## src/rtl/scan_code_sequencer.sv

```systemverilog
// PS/2 set-2 scan-code sequencer: byte strobe, E0/F0 prefix collapse, event FIFO.
// Ports: FCLK/RST_N, CODE_VALID/SCAN_CODE in, EVT_* head + FIFO_LEVEL/OVERFLOW out. Macro: SCAN_EXT_EN.
module scan_code_sequencer #(
  parameter int DEPTH   = 4,
  parameter int TIMEOUT = 1024
) (
  input  logic                     FCLK,
  input  logic                     RST_N,
  input  logic                     CODE_VALID,
  input  logic [7:0]               SCAN_CODE,
  input  logic                     EVT_READY,
  input  logic                     OVF_CLR,
  output logic                     EVT_VALID,
  output logic [7:0]               EVT_CODE,
  output logic                     EVT_BREAK,
  output logic                     EVT_EXT,
  output logic [$clog2(DEPTH):0]   FIFO_LEVEL,
  output logic                     OVERFLOW
);

  localparam int AW = $clog2(DEPTH);
  localparam int LW = AW + 1;
  localparam int CW = $clog2(TIMEOUT);
  localparam logic [CW-1:0] TO_MAX = CW'(TIMEOUT - 1);
  localparam logic [LW-1:0] FULL_LVL = LW'(DEPTH);
`ifdef SCAN_EXT_EN
  localparam logic EXT_EN = 1'b1;
`else
  localparam logic EXT_EN = 1'b0;
`endif

`ifdef SCAN_EXT_EN
  typedef enum logic [1:0] {
    IDLE     = 2'd0,
    PRE_F0   = 2'd1,
    PRE_E0   = 2'd2,
    PRE_E0F0 = 2'd3
  } state_t;
`else
  typedef enum logic [1:0] {
    IDLE   = 2'd0,
    PRE_F0 = 2'd1
  } state_t;
`endif

  state_t          state_q, state_d;
  logic            prev_q;
  logic [CW-1:0]   cnt_q;
  logic            take, is_f0;
  logic            push_req, push_ext, push_brk;
  logic [9:0]      din;

  assign take  = CODE_VALID & ~prev_q
               & (SCAN_CODE != 8'h00);
  assign is_f0 = SCAN_CODE == 8'hF0;
`ifdef SCAN_EXT_EN
  logic is_e0;
  assign is_e0 = SCAN_CODE == 8'hE0;
`endif

  always_comb begin
    state_d  = state_q;
    push_req = 1'b0;
    push_ext = 1'b0;
    push_brk = 1'b0;
    if (take) begin
      unique case (state_q)
        IDLE: begin
          if (is_f0) state_d = PRE_F0;
`ifdef SCAN_EXT_EN
          else if (is_e0) state_d = PRE_E0;
`endif
          else push_req = 1'b1;
        end
        PRE_F0: begin
          if (is_f0) state_d = PRE_F0;
`ifdef SCAN_EXT_EN
          else if (is_e0) state_d = PRE_E0F0;
`endif
          else begin
            push_req = 1'b1;
            push_brk = 1'b1;
            state_d  = IDLE;
          end
        end
`ifdef SCAN_EXT_EN
        PRE_E0: begin
          if (is_f0) state_d = PRE_E0F0;
          else if (is_e0) state_d = PRE_E0;
          else begin
            push_req = 1'b1;
            push_ext = 1'b1;
            state_d  = IDLE;
          end
        end
        PRE_E0F0: begin
          if (is_f0 || is_e0) state_d = PRE_E0F0;
          else begin
            push_req = 1'b1;
            push_ext = 1'b1;
            push_brk = 1'b1;
            state_d  = IDLE;
          end
        end
`endif
        default: state_d = IDLE;
      endcase
    end else if (state_q != IDLE
                 && cnt_q == TO_MAX) begin
      // stale prefix: drop it silently
      state_d = IDLE;
    end
  end

  always_ff @(posedge FCLK or negedge RST_N) begin
    if (!RST_N) begin
      state_q <= IDLE;
      prev_q  <= 1'b0;
      cnt_q   <= '0;
    end else begin
      state_q <= state_d;
      prev_q  <= CODE_VALID;
      if (take || state_q == IDLE
          || cnt_q == TO_MAX)
        cnt_q <= '0;
      else
        cnt_q <= cnt_q + CW'(1);
    end
  end

  logic [9:0]    mem [DEPTH];
  logic [AW-1:0] wr_q, rd_q, rd_d;
  logic [LW-1:0] lvl_q, lvl_d;
  logic [9:0]    head_q, head_d;
  logic          full, pop, push;

  assign din  = {push_ext, push_brk, SCAN_CODE};
  assign full = lvl_q == FULL_LVL;
  assign pop  = (lvl_q != '0) & EVT_READY;
  assign push = push_req & (~full | pop);
  assign rd_d = pop ? rd_q + AW'(1) : rd_q;
  assign lvl_d = lvl_q + LW'(push) - LW'(pop);

  // Head register tracks the entry at the next read pointer; when that
  // slot is being written this cycle the incoming word is forwarded.
  always_comb begin
    head_d = head_q;
    if (lvl_d != '0) begin
      if (push && rd_d == wr_q) head_d = din;
      else head_d = mem[rd_d];
    end
  end

  always_ff @(posedge FCLK or negedge RST_N) begin
    if (!RST_N) begin
      for (int i = 0; i < DEPTH; i++)
        mem[i] <= '0;
      wr_q     <= '0;
      rd_q     <= '0;
      lvl_q    <= '0;
      head_q   <= '0;
      OVERFLOW <= 1'b0;
    end else begin
      if (push) begin
        mem[wr_q] <= din;
        wr_q      <= wr_q + AW'(1);
      end
      rd_q   <= rd_d;
      lvl_q  <= lvl_d;
      head_q <= head_d;
      if (push_req && full && !pop)
        OVERFLOW <= 1'b1;
      else if (OVF_CLR)
        OVERFLOW <= 1'b0;
    end
  end

  assign EVT_VALID  = lvl_q != '0;
  assign EVT_CODE   = head_q[7:0];
  assign EVT_BREAK  = head_q[8];
  assign EVT_EXT    = head_q[9] & EXT_EN;
  assign FIFO_LEVEL = lvl_q;

endmodule

```

## config.mk

```make
export PLATFORM = sky130hd
export DESIGN_NAME = scan_code_sequencer
export DESIGN_NICKNAME = d
export VERILOG_FILES = /design/src/rtl/scan_code_sequencer.sv
export SDC_FILE = /design/constraint.sdc
export NUM_CORES = 1
export LEC_CHECK = 0
export BUFFER_PORTS_ARGS = -buffer_cell sky130_fd_sc_hd__buf_2
export CAP_MARGIN = 25
export CORE_ASPECT_RATIO = 1.25
export CORE_MARGIN = 3
export CORE_UTILIZATION = 55
export CTS_CLUSTER_DIAMETER = 120
export DETAILED_ROUTE_END_ITERATION = 16
export MAX_ROUTING_LAYER = met4
export PLACE_DENSITY_LB_ADDON = 0.08
export REMOVE_ABC_BUFFERS = 1
export SLEW_MARGIN = 20
export SYNTH_ARGS = -nofsm -noshare
export SYNTH_HDL_FRONTEND = slang
export SYNTH_SLANG_ARGS = --single-unit
export TNS_END_PERCENT = 10
```

## constraint.sdc

```tcl
create_clock -name FCLK -period 9.77 [get_ports FCLK]
set_input_delay 0.4885 -clock FCLK [delete_from_list [all_inputs] [get_ports FCLK]]
set_output_delay 0.4885 -clock FCLK [all_outputs]
set_load 0.05 [all_outputs]
```

# Yosys cells after proc, flatten, opt, wreduce, memory -nomap -nowiden
# Cells that the tools add are included.
# W data, S select, Z words.
[totals]
regBits = 70
output_inout_bits = 15
word_cells = 73
[op_classes]
addsub = 5
magnitude_cmp = 3
n_eq_ne = 6
muxes = 21
bitwise_logic = 9
reduce_logical = 17
[ops]
columns = ["op", "n"]
rows = [
  ["$bwmux W40", 1],
  ["$mux W9", 3],
  ["$bmux W10 S2", 1],
  ["$demux W10 S2", 1],
  ["$mux W10", 2],
  ["$add A10 B1 Y10 const B", 1],
  ["$eq A10 B10 Y1 const B", 1],
  ["$eq A8 B8 Y1 const B", 1],
  ["$mux W1", 8],
  ["$mux W2", 4],
  ["$reduce_bool A8 Y1", 1],
  ["$ge A3 B3 Y1 const B", 2],
  ["$not A2 Y3", 2],
  ["$reduce_bool A2 Y1", 3],
  ["$reduce_bool A3 Y1", 2],
  ["$logic_and A1 B1 Y1", 5],
  ["$add A2 B1 Y2 const B", 2],
  ["$and A1 B1 Y1", 4],
  ["$pmux W2 S2", 1],
  ["$add A3 B1 Y3", 1],
  ["$eq A3 B3 Y1 const B", 1],
  ["$lt A3 B1 Y1 const B", 1],
  ["$ne A3 B3 Y1 const B", 1],
  ["$sub A3 B1 Y3", 1],
  ["other kinds (9)", 11],
]

# Logic depth before layout (Yosys ltp)
# Gate-level depths: netlist of the first run.
[logic_depth]
depth_word = 8
depth_mapped = 15
ltp_nobuf = 13

# Worst setup path before layout of the first run
# Ideal clock, no wire load.
[synth_timing]
path_type = "register to register"
from = "reg lvl_q[1] (netlist: FIFO_LEVEL[1])"
to = "reg head_q[7]"
setup_ns = 0.092
t_arrival_ns = 3.764
required_ns = 9.678
path_slack_ns = 5.914
path_stages_with_launch = 15
period_less_slack_ns = 3.856
path_cell_list = "dfrtp_1 -> or4b_2 -> and3_1 -> buf_2 -> inv_2 -> ha_1 -> inv_1 -> ha_1 -> fa_1 -> xor2_1 -> xnor2_1 -> nor3_1 -> buf_1 -> nand2_1 -> o31ai_2"
[synth_between]
word_cells_on_any_way = 17
cone_classes = "add/sub (2); eq/ne (2); mux (5); bitwise (5); reduce/logical (3)"
[synth_lines]
columns = ["element", "line", "source"]
rows = [
  ["start: declaration", "133", "logic [LW-1:0] lvl_q, lvl_d;"],
  ["start signal: assignment", "169", "lvl_q <= lvl_d;"],
  ["$reduce_bool A3 Y1 or $eq A3 B3 Y1 (tied branches)", "139, 138", ""],
  ["$and A1 B1 Y1 or $not A1 Y1 (tied branches)", "139, 140", ""],
  ["$or A1 B1 Y1", "140", "assign push = push_req & (~full | pop);"],
  ["$and A1 B1 Y1", "140", ""],
  ["$add A3 B1 Y3", "142", "assign lvl_d = lvl_q + LW'(push) - LW'(pop);"],
  ["$sub A3 B1 Y3 (*)", "142", ""],
  ["named net lvl_d[2]", "133", ""],
  ["$reduce_bool A3 Y1 (*)", "148", "if (lvl_d != '0) begin"],
  ["end signal: assignment", "161", "head_q <= '0;"],
  ["end signal: assignment", "170", "head_q <= head_d;"],
  ["end: declaration", "134", "logic [9:0] head_q, head_d;"],
]
# The timed path passes the listed nets; every way through them passes the cells marked *. The select of a mux whose other input is x is not followed.
# A chain may end at the register's enable or synchronous reset.

# Worst setup path after layout of the first run
# Ends and elaborated chain as after synthesis.

==> reports/metrics.cfg, run 1 <==
[route]
routed-via-count=2550
ant_nets=0
vias_per_cell=5.795
wire_per_inst_um=16.81
initialDrtViolationCount=183
drt-total-wl_um=7396
drc=0
first_pass_iters=4

[critical_path]
cp_slowest_cell=or4b_2
r2r_cells=13
critPathKind=flop to flop
required_ns=10.02
critical_path_arrival_ns=3.89
critPathMostFrequentCell=ha_1
cp_num_cells=13
path_max_fanout=15
r2r-end=head_q[7]$_DFFE_PN0P_
cp_num_buf_inv=3
path_cells=or4b_2, and3_1, inv_2, ha_1, inv_1, ha_1, fa_1, xor2_1, xnor2_1, nor3_2, buf_4, nand2_1, o31ai_2
start_kind=flop
crit_path_end_kind=flop
crit_family=simple AND/OR/NAND/NOR gates
cp_slowest_stage_delay_ns=0.76
r2r-start=FIFO_LEVEL[1]$_DFF_PN0_
r2r_setup_slack_ns=6.13

[pwr]
power_mw=1.259
leakage_nw=1.689
powerDensity_mw_per_mm2=332.6
ir_drop_v=0.0001812

[synthesis]
yosys_warnings=0
ys_top_cells_by_area=dfrtp_1 (48%), mux2_2 (12%), nand3_1 (4.7%), nand2_1 (4.1%), nor2_1 (2.6%)
synth.avg_cell_area_um2=10.28
synth_fa_ha_area_frac=0.03163
yosysMostFrequentCell=dfrtp_1
ys_ff_latch=65
synth-compound-area-share=0.1037
syn_inst=331
synth-xor-area-share=0.03604
synth_top_area_frac=0.4781
ys_top_cells_by_count=dfrtp_1 (65), nand2_1 (37), mux2_2 (36), nand3_1 (32), nor2_1 (24)
yosys.area.top_type=dfrtp_1
synthSimpleGateAreaFrac=0.1861
ys.flop_type=dfrtp_1
synth-edff-count=0
yosysSeqAreaShare=0.4781
syn_area_mm2=0.003402
ys_async_sr_fraction=1.000
synth_cell_type_count=41
synth_top_family_by_area=simple AND/OR/NAND/NOR gates
muxShareOfSynthArea=0.1258

[worst_hold_path]
holdPathStages=1
worstHoldStart=CODE_VALID
hold_end=prev_q$_DFF_PN0_
min_path_type=primary input to flop

[grt]
track_usage=0.2309
grt_pass1_wl_um=12480
antenna_found_initial=0
grt_pass1_vias=2513
grt_max_degree=66
grt_overflow=0

[placement]
gp_congestion=0.8291
dp_hpwl_um=4808
portBuffers=26

[timing]
max_slew_margin=0.4366
worstMarginPinSlew_ns=0.8451
period_share=0.3728
fin_worst_skew_ns=0.009159
drv_slew=0
period_needed_ns=3.642
setup_violations=0
finalHoldViolations=0
clock.fmax_ghz=0.2746
tns_ns=0
rsz0062_at_grt=no

[cts]
ctsHoldBuffers=0
clkTransAtPathRegs_ns=0.07
clk_latency_ns=0.34
ctsResizeCount=0
cts_buffer_depth=2
clkSinkCount=65
htreeDepth=3
cts_inserted_buffers=9
cts_tree=done
post_cts_buffers=0
clk_root_buffer_cell=clkbuf_8

[die]
ios=28
die_h_um=93.93
die_w_um=76.35
fp.coreArea_mm2=0.005896
row_count=31
die_area_mm2=0.007171
initial_core_util=0.5770

[cells_and_area]
layout.nets=374
diodes=0
drive_above_1_share=0.2654
fillCellCount=505
multi_input_area_mm2=0.001653
syn2layout_area_growth_pct=11.22
regArea_mm2=0.001627

[run]
maxCapViolations=0

[outcome]
status=finished clean

==> cell families after synthesis <==
family	count (synthesis)
adders and majority gates	8
DFF	65
and+or+nand+nor	130
buffers and inverters	30
AOI/OAI and AO/OA	46
other	1
xor gates and xnor gates	14
muxes	37
==> worst reg2reg max path: cells and delay by family (launching register included) <==
kind | cells | cell delay (ns)
adder cells (fa/ha/maj) | 3 | 0.68
AND/OR/NAND/NOR | 4 | 1.58
XOR/XNOR | 2 | 0.32
AO/OA/AOI/OAI | 1 | 0.06
buffers and inverters | 3 | 0.45
flip-flops | 1 | 0.47
==> worst max path at each step <==
stage	from	to
floorplan	FIFO_LEVEL[2]$_DFF_PN0_	head_q[0]$_DFFE_PN0P_
finish	FIFO_LEVEL[1]$_DFF_PN0_	head_q[7]$_DFFE_PN0P_
CTS	FIFO_LEVEL[1]$_DFF_PN0_	head_q[7]$_DFFE_PN0P_
global route	FIFO_LEVEL[1]$_DFF_PN0_	head_q[2]$_DFFE_PN0P_
global placement	SCAN_CODE[0]	head_q[0]$_DFFE_PN0P_
detailed placement	SCAN_CODE[0]	head_q[6]$_DFFE_PN0P_
==> layout make-up <==
| type | instances | area share |
|---|---|---|
| multi-input cells | 236 | 0.4368 |
| flip-flops and latches | 65 | 0.4299 |
| repair buffers | 31 | 0.04431 |
| clock buffers | 11 | 0.03737 |
| well taps | 82 | 0.02712 |
| clock inverters | 5 | 0.01455 |
| inverters | 10 | 0.009921 |
==> where the power goes <==
group	switching (mW)	leakage [nW]	internal, mW	total (mW)
combinational	0.326	0.779	0.227	0.553
sequential	0.103	0.815	0.374	0.477
clock	0.105	0.0953	0.124	0.229
==> flip-flops by register name, summed over array words and instances, names as in the netlist <==
name and flops:
state_q 1, head_q 9, mem 36, FIFO_LEVEL 3
prev_q 1, wr_q 2, OVERFLOW 1, rd_q 2
cnt_q 10
==> per-stage QoR <==
step                  util  hold WS [ns]  worst slack [ns]  cells  area, um2
floorplan                -        0.1929             5.257    311       3312
global placement    0.6059        0.4535             5.645    422       3572
detailed placement  0.6072        0.4605             5.936    423       3580
CTS                 0.6405        0.2760             6.100    439       3776
global route        0.6418        0.2683             5.870    440       3784
finish              0.6418        0.2742             6.128    440       3784
==> placed cells by master (no fill, tap or decap), types with 3 or more instances in the layout <==
cell type   n
buf_4       5
nand3_1    32
a31oi_1    14
a211oi_1    7
and3_1     11
nor2_1     24
xnor2_1     8
inv_1       8
ha_1        7
dfrtp_1    65
and2_1      7
o31ai_1     8
mux2_2     36
nand2_1    37
clkbuf_8   10
xor2_1      6
a221oi_1    7
nand2_2     4
nand4_1     6
buf_2      26
or4_1       3
==> routing by layer <==
layer	vias to the layer above	track usage	part of all wire
li1	1231	-	-
met1	1259	0.2881	0.46
met2	47	0.3776	0.49
met3	13	0.03839	0.032
met4	0	0.09366	0.021
met5	-	-	0
Note: power is estimated with default switching activity, not from simulation.
==> inputs of run 2 (changes only) <==
- CORE_UTILIZATION: 55 -> 54
- clock period: 9.77 -> 3.2 ns (I/O delays scaled with it)
==> run 2 against run 1 <==
Sequential share of layout area down 1.1 points. Sequential power rose to 3.0 times the previous value. Critical path depth is 1 lower. Maximum frequency is 20% higher. Die area is 1.7% higher. Wire length rose by 0.12%. Register-to-register slack worse by 6.0 ns. Via count is 1.8% higher.
==> reports/metrics.cfg, run 2 (synthesis gave the netlist of run 1 again) <==
[route]
initialDrtViolationCount=134  ; -27%
ant_nets=0  ; unchanged
vias_per_cell=5.758  ; -0.64%
wire_per_inst_um=16.42  ; -2.3%
first_pass_iters=4  ; unchanged
drc=0  ; unchanged
routed-via-count=2597  ; +1.8%
drt-total-wl_um=7405  ; +0.12%

[cts]
clkSinkCount=65  ; unchanged
clk_latency_ns=0.34  ; about the same
cts_buffer_depth=2  ; unchanged
cts_tree=done
cts_inserted_buffers=9  ; unchanged
clkTransAtPathRegs_ns=0.07  ; about the same
htreeDepth=3  ; unchanged
clk_root_buffer_cell=clkbuf_8

[timing]
setup_violations=0  ; unchanged
fin_worst_skew_ns=0.006161  ; -0.002998 ns
drv_slew=0  ; unchanged
worstMarginPinSlew_ns=0.8517  ; +0.006591 ns
clock.fmax_ghz=0.3299  ; +20%
period_needed_ns=3.032  ; -0.6105 ns
rsz0062_at_grt=no
max_slew_margin=0.4322  ; -0.004394
fin_worst_hold_slack_ns=0.02469  ; -0.2495 ns
period_share=0.9474  ; +0.5746
finalHoldViolations=0  ; unchanged

[critical_path]
path_max_fanout=18  ; +3
required_ns=3.44  ; -6.58 ns
r2r_setup_slack_ns=0.17  ; -5.96 ns
critPathKind=flop to flop
start_kind=flop
crit_path_end_kind=flop
critical_path_arrival_ns=3.28  ; -0.61 ns

[cells_and_area]
reg_top3=mem: 36 flops, cnt_q: 10 flops, head_q: 9 flops
regArea_mm2=0.001627  ; unchanged
diodes=0  ; unchanged
syn2layout_area_growth_pct=14.20
fillCellCount=508  ; +0.59%
final_common_cell=dfrtp_1
layout_common_cells=dfrtp_1 (65), nand2_1 (37), mux2_2 (36)
layout.nets=385  ; +2.9%
multi_input_area_mm2=0.001658  ; +0.30%
regMostFlops=mem
final_util=0.6546  ; +0.01288
largest_register_ffs=36  ; unchanged
drive_above_1_share=0.2846  ; +0.01919

[run]
maxCapViolations=0  ; unchanged

[placement]
dp_hpwl_um=4902  ; +2.0%
gp_congestion=0.7929  ; -4.4%
portBuffers=26  ; unchanged

[die]
row_count=31  ; unchanged
die_h_um=94.74  ; +0.86%
initial_core_util=0.5733  ; -0.003772
die_w_um=77.00  ; +0.85%
die_area_mm2=0.007295  ; +1.7%
ios=28  ; unchanged
fp.coreArea_mm2=0.005934  ; +0.66%

[grt]
grt_pass1_wl_um=12280  ; -1.5%
grt_overflow=0  ; unchanged
grt_pass1_vias=2607  ; +3.7%
grt_max_degree=41  ; -38%
track_usage=0.2291  ; -0.001703
antenna_found_initial=0  ; unchanged

[outcome]
status=finished clean

[pwr]
leakage_nw=1.754  ; +3.8%
ir_drop_v=0.0005283  ; +190%
powerDensity_mw_per_mm2=1015  ; +210%

[worst_hold_path]
min_path_type=primary input to flop

## run 2: cell types whose count changed in the layout (fill, tap and decap cells not counted)
cell | before | now
buf_12 | 0 | 1
buf_4 | 5 | 13
bufinv_16 | 1 | 0
clkbuf_8 | 10 | 13
clkinvlp_4 | 2 | 0
dlygate4sd3_1 | 0 | 2
o31ai_1 | 8 | 7
o31ai_2 | 1 | 2
## run 2: through the flow
step | TNS (ns) | setup WS (ns) | cell area (um2) | power (mW) | std cells
floorplan | -11.91 | -1.313 | 3312 | 2.678 | 311
global route | 0 | 0.004359 | 3885 | 4.222 | 451
global placement | 0 | 0.2321 | 3660 | 3.200 | 432
CTS | 0 | 0.1378 | 3872 | 3.922 | 450
detailed placement | 0 | 0.1125 | 3660 | 3.257 | 432
finish | 0 | 0.1684 | 3885 | 3.942 | 451
## run 2: cell type report
class / instances / area share
multi-input combinational: 236 / 0.4267
sequential: 65 / 0.4187
tap: 82 / 0.02641
clock buffer: 14 / 0.04702
clock inverter: 2 / 0.002576
inverter: 10 / 0.009662
timing repair buffer: 42 / 0.06892
## run 2: worst paths after layout
path | from | to | cells past startpoint
worst max-delay path | FIFO_LEVEL[1]$_DFF_PN0_ | head_q[6]$_DFFE_PN0P_ | 12
worst min-delay path | OVF_CLR | OVERFLOW$_DFFE_PN0P_ | 2
worst max register to register | FIFO_LEVEL[1]$_DFF_PN0_ | head_q[6]$_DFFE_PN0P_ | 12
worst min register to register | prev_q$_DFF_PN0_ | state_q[0]$_DFFE_PN0P_ | 1
max in group asynchronous | RST_N | cnt_q[1]$_DFF_PN0_ | 3
min in group asynchronous | RST_N | mem[0]$_DFFE_PN0P_ | 2
## run 2: critical path, cell delays in order (launching register included)
cell and delay [ns]:
dfrtp_1 0.37, or4b_2 0.70, and3_1 0.22, inv_2 0.06, ha_1 0.12, inv_1 0.04, ha_1 0.18, fa_1 0.38
xor2_1 0.16, xnor2_1 0.23, nor3_2 0.08, buf_12 0.16, o31ai_1 0.24
## run 2: timing repair
item / CTS / global route
hold endpoints to repair: 26 / 0
resized for setup: 0 / 1
setup endpoints to repair: 0 / 1
buffers inserted: 0 / 1
hold buffers: 2 / 0
## run 2: report_power, final
group	internal, mW	leakage [nW]	switching, mW
sequential	1.14	0.815	0.269
combinational	0.802	0.837	1.06
clock	0.364	0.102	0.300
## run 2: routing by layer
metal,part of all wire,vias to the layer above,GRT usage
li1,-,1249,-
met1,0.43,1262,0.2678
met2,0.50,75,0.3765
met3,0.054,11,0.04676
met4,0.018,0,0.1202
met5,0,-,-
==> inputs of run 3 (changes only) <==
- CORE_UTILIZATION: 54 -> 44
==> run 3 against run 2 <==
Register-to-register slack barely moved. Worst setup slack better by 0.0033 ns. Worst hold slack better by 0.10 ns. Final area rose by 0.74%. Clock power up 4.1%. Clock skew is 0.0052 ns higher. Critical path depth did not move. Combinational power hardly changed. Power rose by 0.97%. Maximum frequency grew 0.11%. Non-clock buffer count rose by 1. Flip-flop and latch count stayed put. Largest power group unchanged. Highest routed layer unchanged.
==> reports/metrics.cfg, run 3 (synthesis gave the netlist of run 1 again) <==
[outcome]
status=finished clean

[die]
die_area_mm2=0.008829  ; +21%
row_count=35  ; +13%
die_h_um=104.3  ; +10%
ios=28  ; unchanged
die_w_um=84.65  ; +9.9%
fp.coreArea_mm2=0.007445  ; +25%
initial_core_util=0.4570  ; -0.1163

[placement]
post-place-ws_ns=0.1034  ; -0.009092 ns
place_inst=443  ; +2.5%
gp_congestion=0.7773  ; -2.0%
portBuffers=26  ; unchanged
dp_hpwl_um=5380  ; +9.8%
post_dp_cell_area_mm2=0.003680  ; +0.55%

[cells_and_area]
layout.nets=386  ; +0.26%
post-route-cell-area_mm2=0.003914  ; +0.74%
drive_above_1_share=0.2811  ; -0.003472
reg_top3=mem: 36 flops, cnt_q: 10 flops, head_q: 9 flops
layout_common_cells=dfrtp_1 (65), nand2_1 (37), mux2_2 (36)
diodes=0  ; unchanged
regMostFlops=mem
regArea_mm2=0.001627  ; unchanged
fillCellCount=688  ; +35%
stdcell_count=462  ; +2.4%
final_util=0.5257  ; -0.1289
final_common_cell=dfrtp_1
syn2layout_area_growth_pct=15.04
largest_register_ffs=36  ; unchanged
multi_input_area_mm2=0.001668  ; +0.60%

[cts]
clk_latency_ns=0.34  ; about the same
clkTransAtPathRegs_ns=0.07  ; about the same
clkSinkCount=65  ; unchanged
cts_inserted_buffers=9  ; unchanged
cts_tree=done
clk_root_buffer_cell=clkbuf_8
cts_buffer_depth=2  ; unchanged
htreeDepth=3  ; unchanged
post_cts_buffers=0  ; unchanged

[grt]
grt_pass1_vias=2616  ; +0.35%
grt_overflow=0  ; unchanged
grt_pass1_wl_um=13810  ; +12%
grt_max_degree=41  ; unchanged
track_usage=0.2047  ; -0.02444
antenna_found_initial=0  ; unchanged

[pwr]
ir_drop_v=0.0006078  ; +15%
powerDensity_mw_per_mm2=1017  ; +0.23%
power_mw=3.980  ; +0.97%
leakage_nw=1.757  ; +0.19%

[timing]
worstMarginPinSlew_ns=0.6651  ; -0.1865 ns
fin_ws_ns=0.1717  ; +0.003322 ns
max_slew_margin=0.5566  ; +0.1244
tns_ns=0  ; unchanged
fin_worst_skew_ns=0.01132  ; +0.005164 ns
rsz0062_at_grt=no
period_needed_ns=3.028  ; -0.003322 ns
period_share=0.9463  ; -0.001038
clock.fmax_ghz=0.3302  ; +0.11%
drv_slew=0  ; unchanged
setup_violations=0  ; unchanged
finalHoldViolations=0  ; unchanged
fin_worst_hold_slack_ns=0.1273  ; +0.1026 ns

[critical_path]
crit_path_end_kind=flop
r2r-start=FIFO_LEVEL[1]$_DFF_PN0_
critPathKind=flop to flop
startpoint=FIFO_LEVEL[1]$_DFF_PN0_
r2r_setup_slack_ns=0.17  ; about the same
r2r_cells=12  ; unchanged
required_ns=3.44  ; about the same
r2r-end=head_q[3]$_DFFE_PN0P_
start_kind=flop
path_max_fanout=18  ; unchanged
endpoint=head_q[3]$_DFFE_PN0P_
critical_path_arrival_ns=3.27  ; about the same

[route]
routed-via-count=2643  ; +1.8%
vias_per_cell=5.721  ; -0.65%
ant_nets=0  ; unchanged
drc=0  ; unchanged
drt-total-wl_um=8253  ; +11%
first_pass_iters=4  ; unchanged
wire_per_inst_um=17.86  ; +8.8%
initialDrtViolationCount=97  ; -28%

[run]
maxCapViolations=0  ; unchanged

[worst_hold_path]
min_path_type=primary input to flop

-- run 3: cell count changes in the layout (fill, tap and decap cells not counted) --
| cell | delta |
|---|---|
| clkbuf_8 | -3 |
| clkbuf_1 | +2 |
| bufinv_16 | +1 |
| dlygate4sd3_1 | +1 |
| o31ai_1 | +1 |
| o31ai_2 | -1 |
| xnor2_1 | -1 |
| xnor2_2 | +1 |
| xor2_1 | -1 |
| xor2_2 | +1 |
-- run 3: layer usage --
layer / wire length (um) / GRT usage
met1: 3762 / 0.2727
met2: 4059 / 0.3253
met3: 345 / 0.02773
met4: 85 / 0.06222
met5: 0 / -
-- run 3: cell type report --
class                   count  area share
well taps                  92     0.02941
multi-input cells         236      0.4262
flip-flops and latches     65      0.4156
repair buffers             43     0.07097
clock buffers              13     0.03804
inverters                  10    0.009591
clock inverters             3     0.01023
-- run 3: power by group --
| group | total, mW | internal (mW) | switching [mW] |
|---|---|---|---|
| clock network | 0.690 | 0.380 | 0.310 |
| logic | 1.87 | 0.781 | 1.09 |
| registers | 1.42 | 1.14 | 0.281 |
| total | 3.98 | 2.30 | 1.68 |
-- run 3: worst min-delay path by stage --
stage	from	to	depth (start not counted)
finish	SCAN_CODE[0]	mem[10]$_DFFE_PN0P_	2
global route	SCAN_CODE[0]	mem[20]$_DFFE_PN0P_	2
CTS	SCAN_CODE[0]	mem[10]$_DFFE_PN0P_	2
detailed placement	RST_N	mem[13]$_DFFE_PN0P_	1
global placement	RST_N	mem[33]$_DFFE_PN0P_	1
floorplan	RST_N	FIFO_LEVEL[0]$_DFF_PN0_	0
-- run 3: critical path, cell delays in order, from the launching register on --
cell and delay, ns:
dfrtp_1 0.38, or4b_2 0.70, and3_1 0.21, inv_2 0.06, ha_1 0.12, inv_1 0.04
ha_1 0.18, fa_1 0.40, xor2_2 0.17, xnor2_2 0.17, nor3_2 0.08, buf_12 0.15
o31ai_1 0.25
-- run 3: what timing repair did --
item                       in CTS  in global routing
hold endpoints to repair       27                  0
hold buffers                    3                  0
setup endpoints to repair       0                  9
gates resized for setup         0                  2
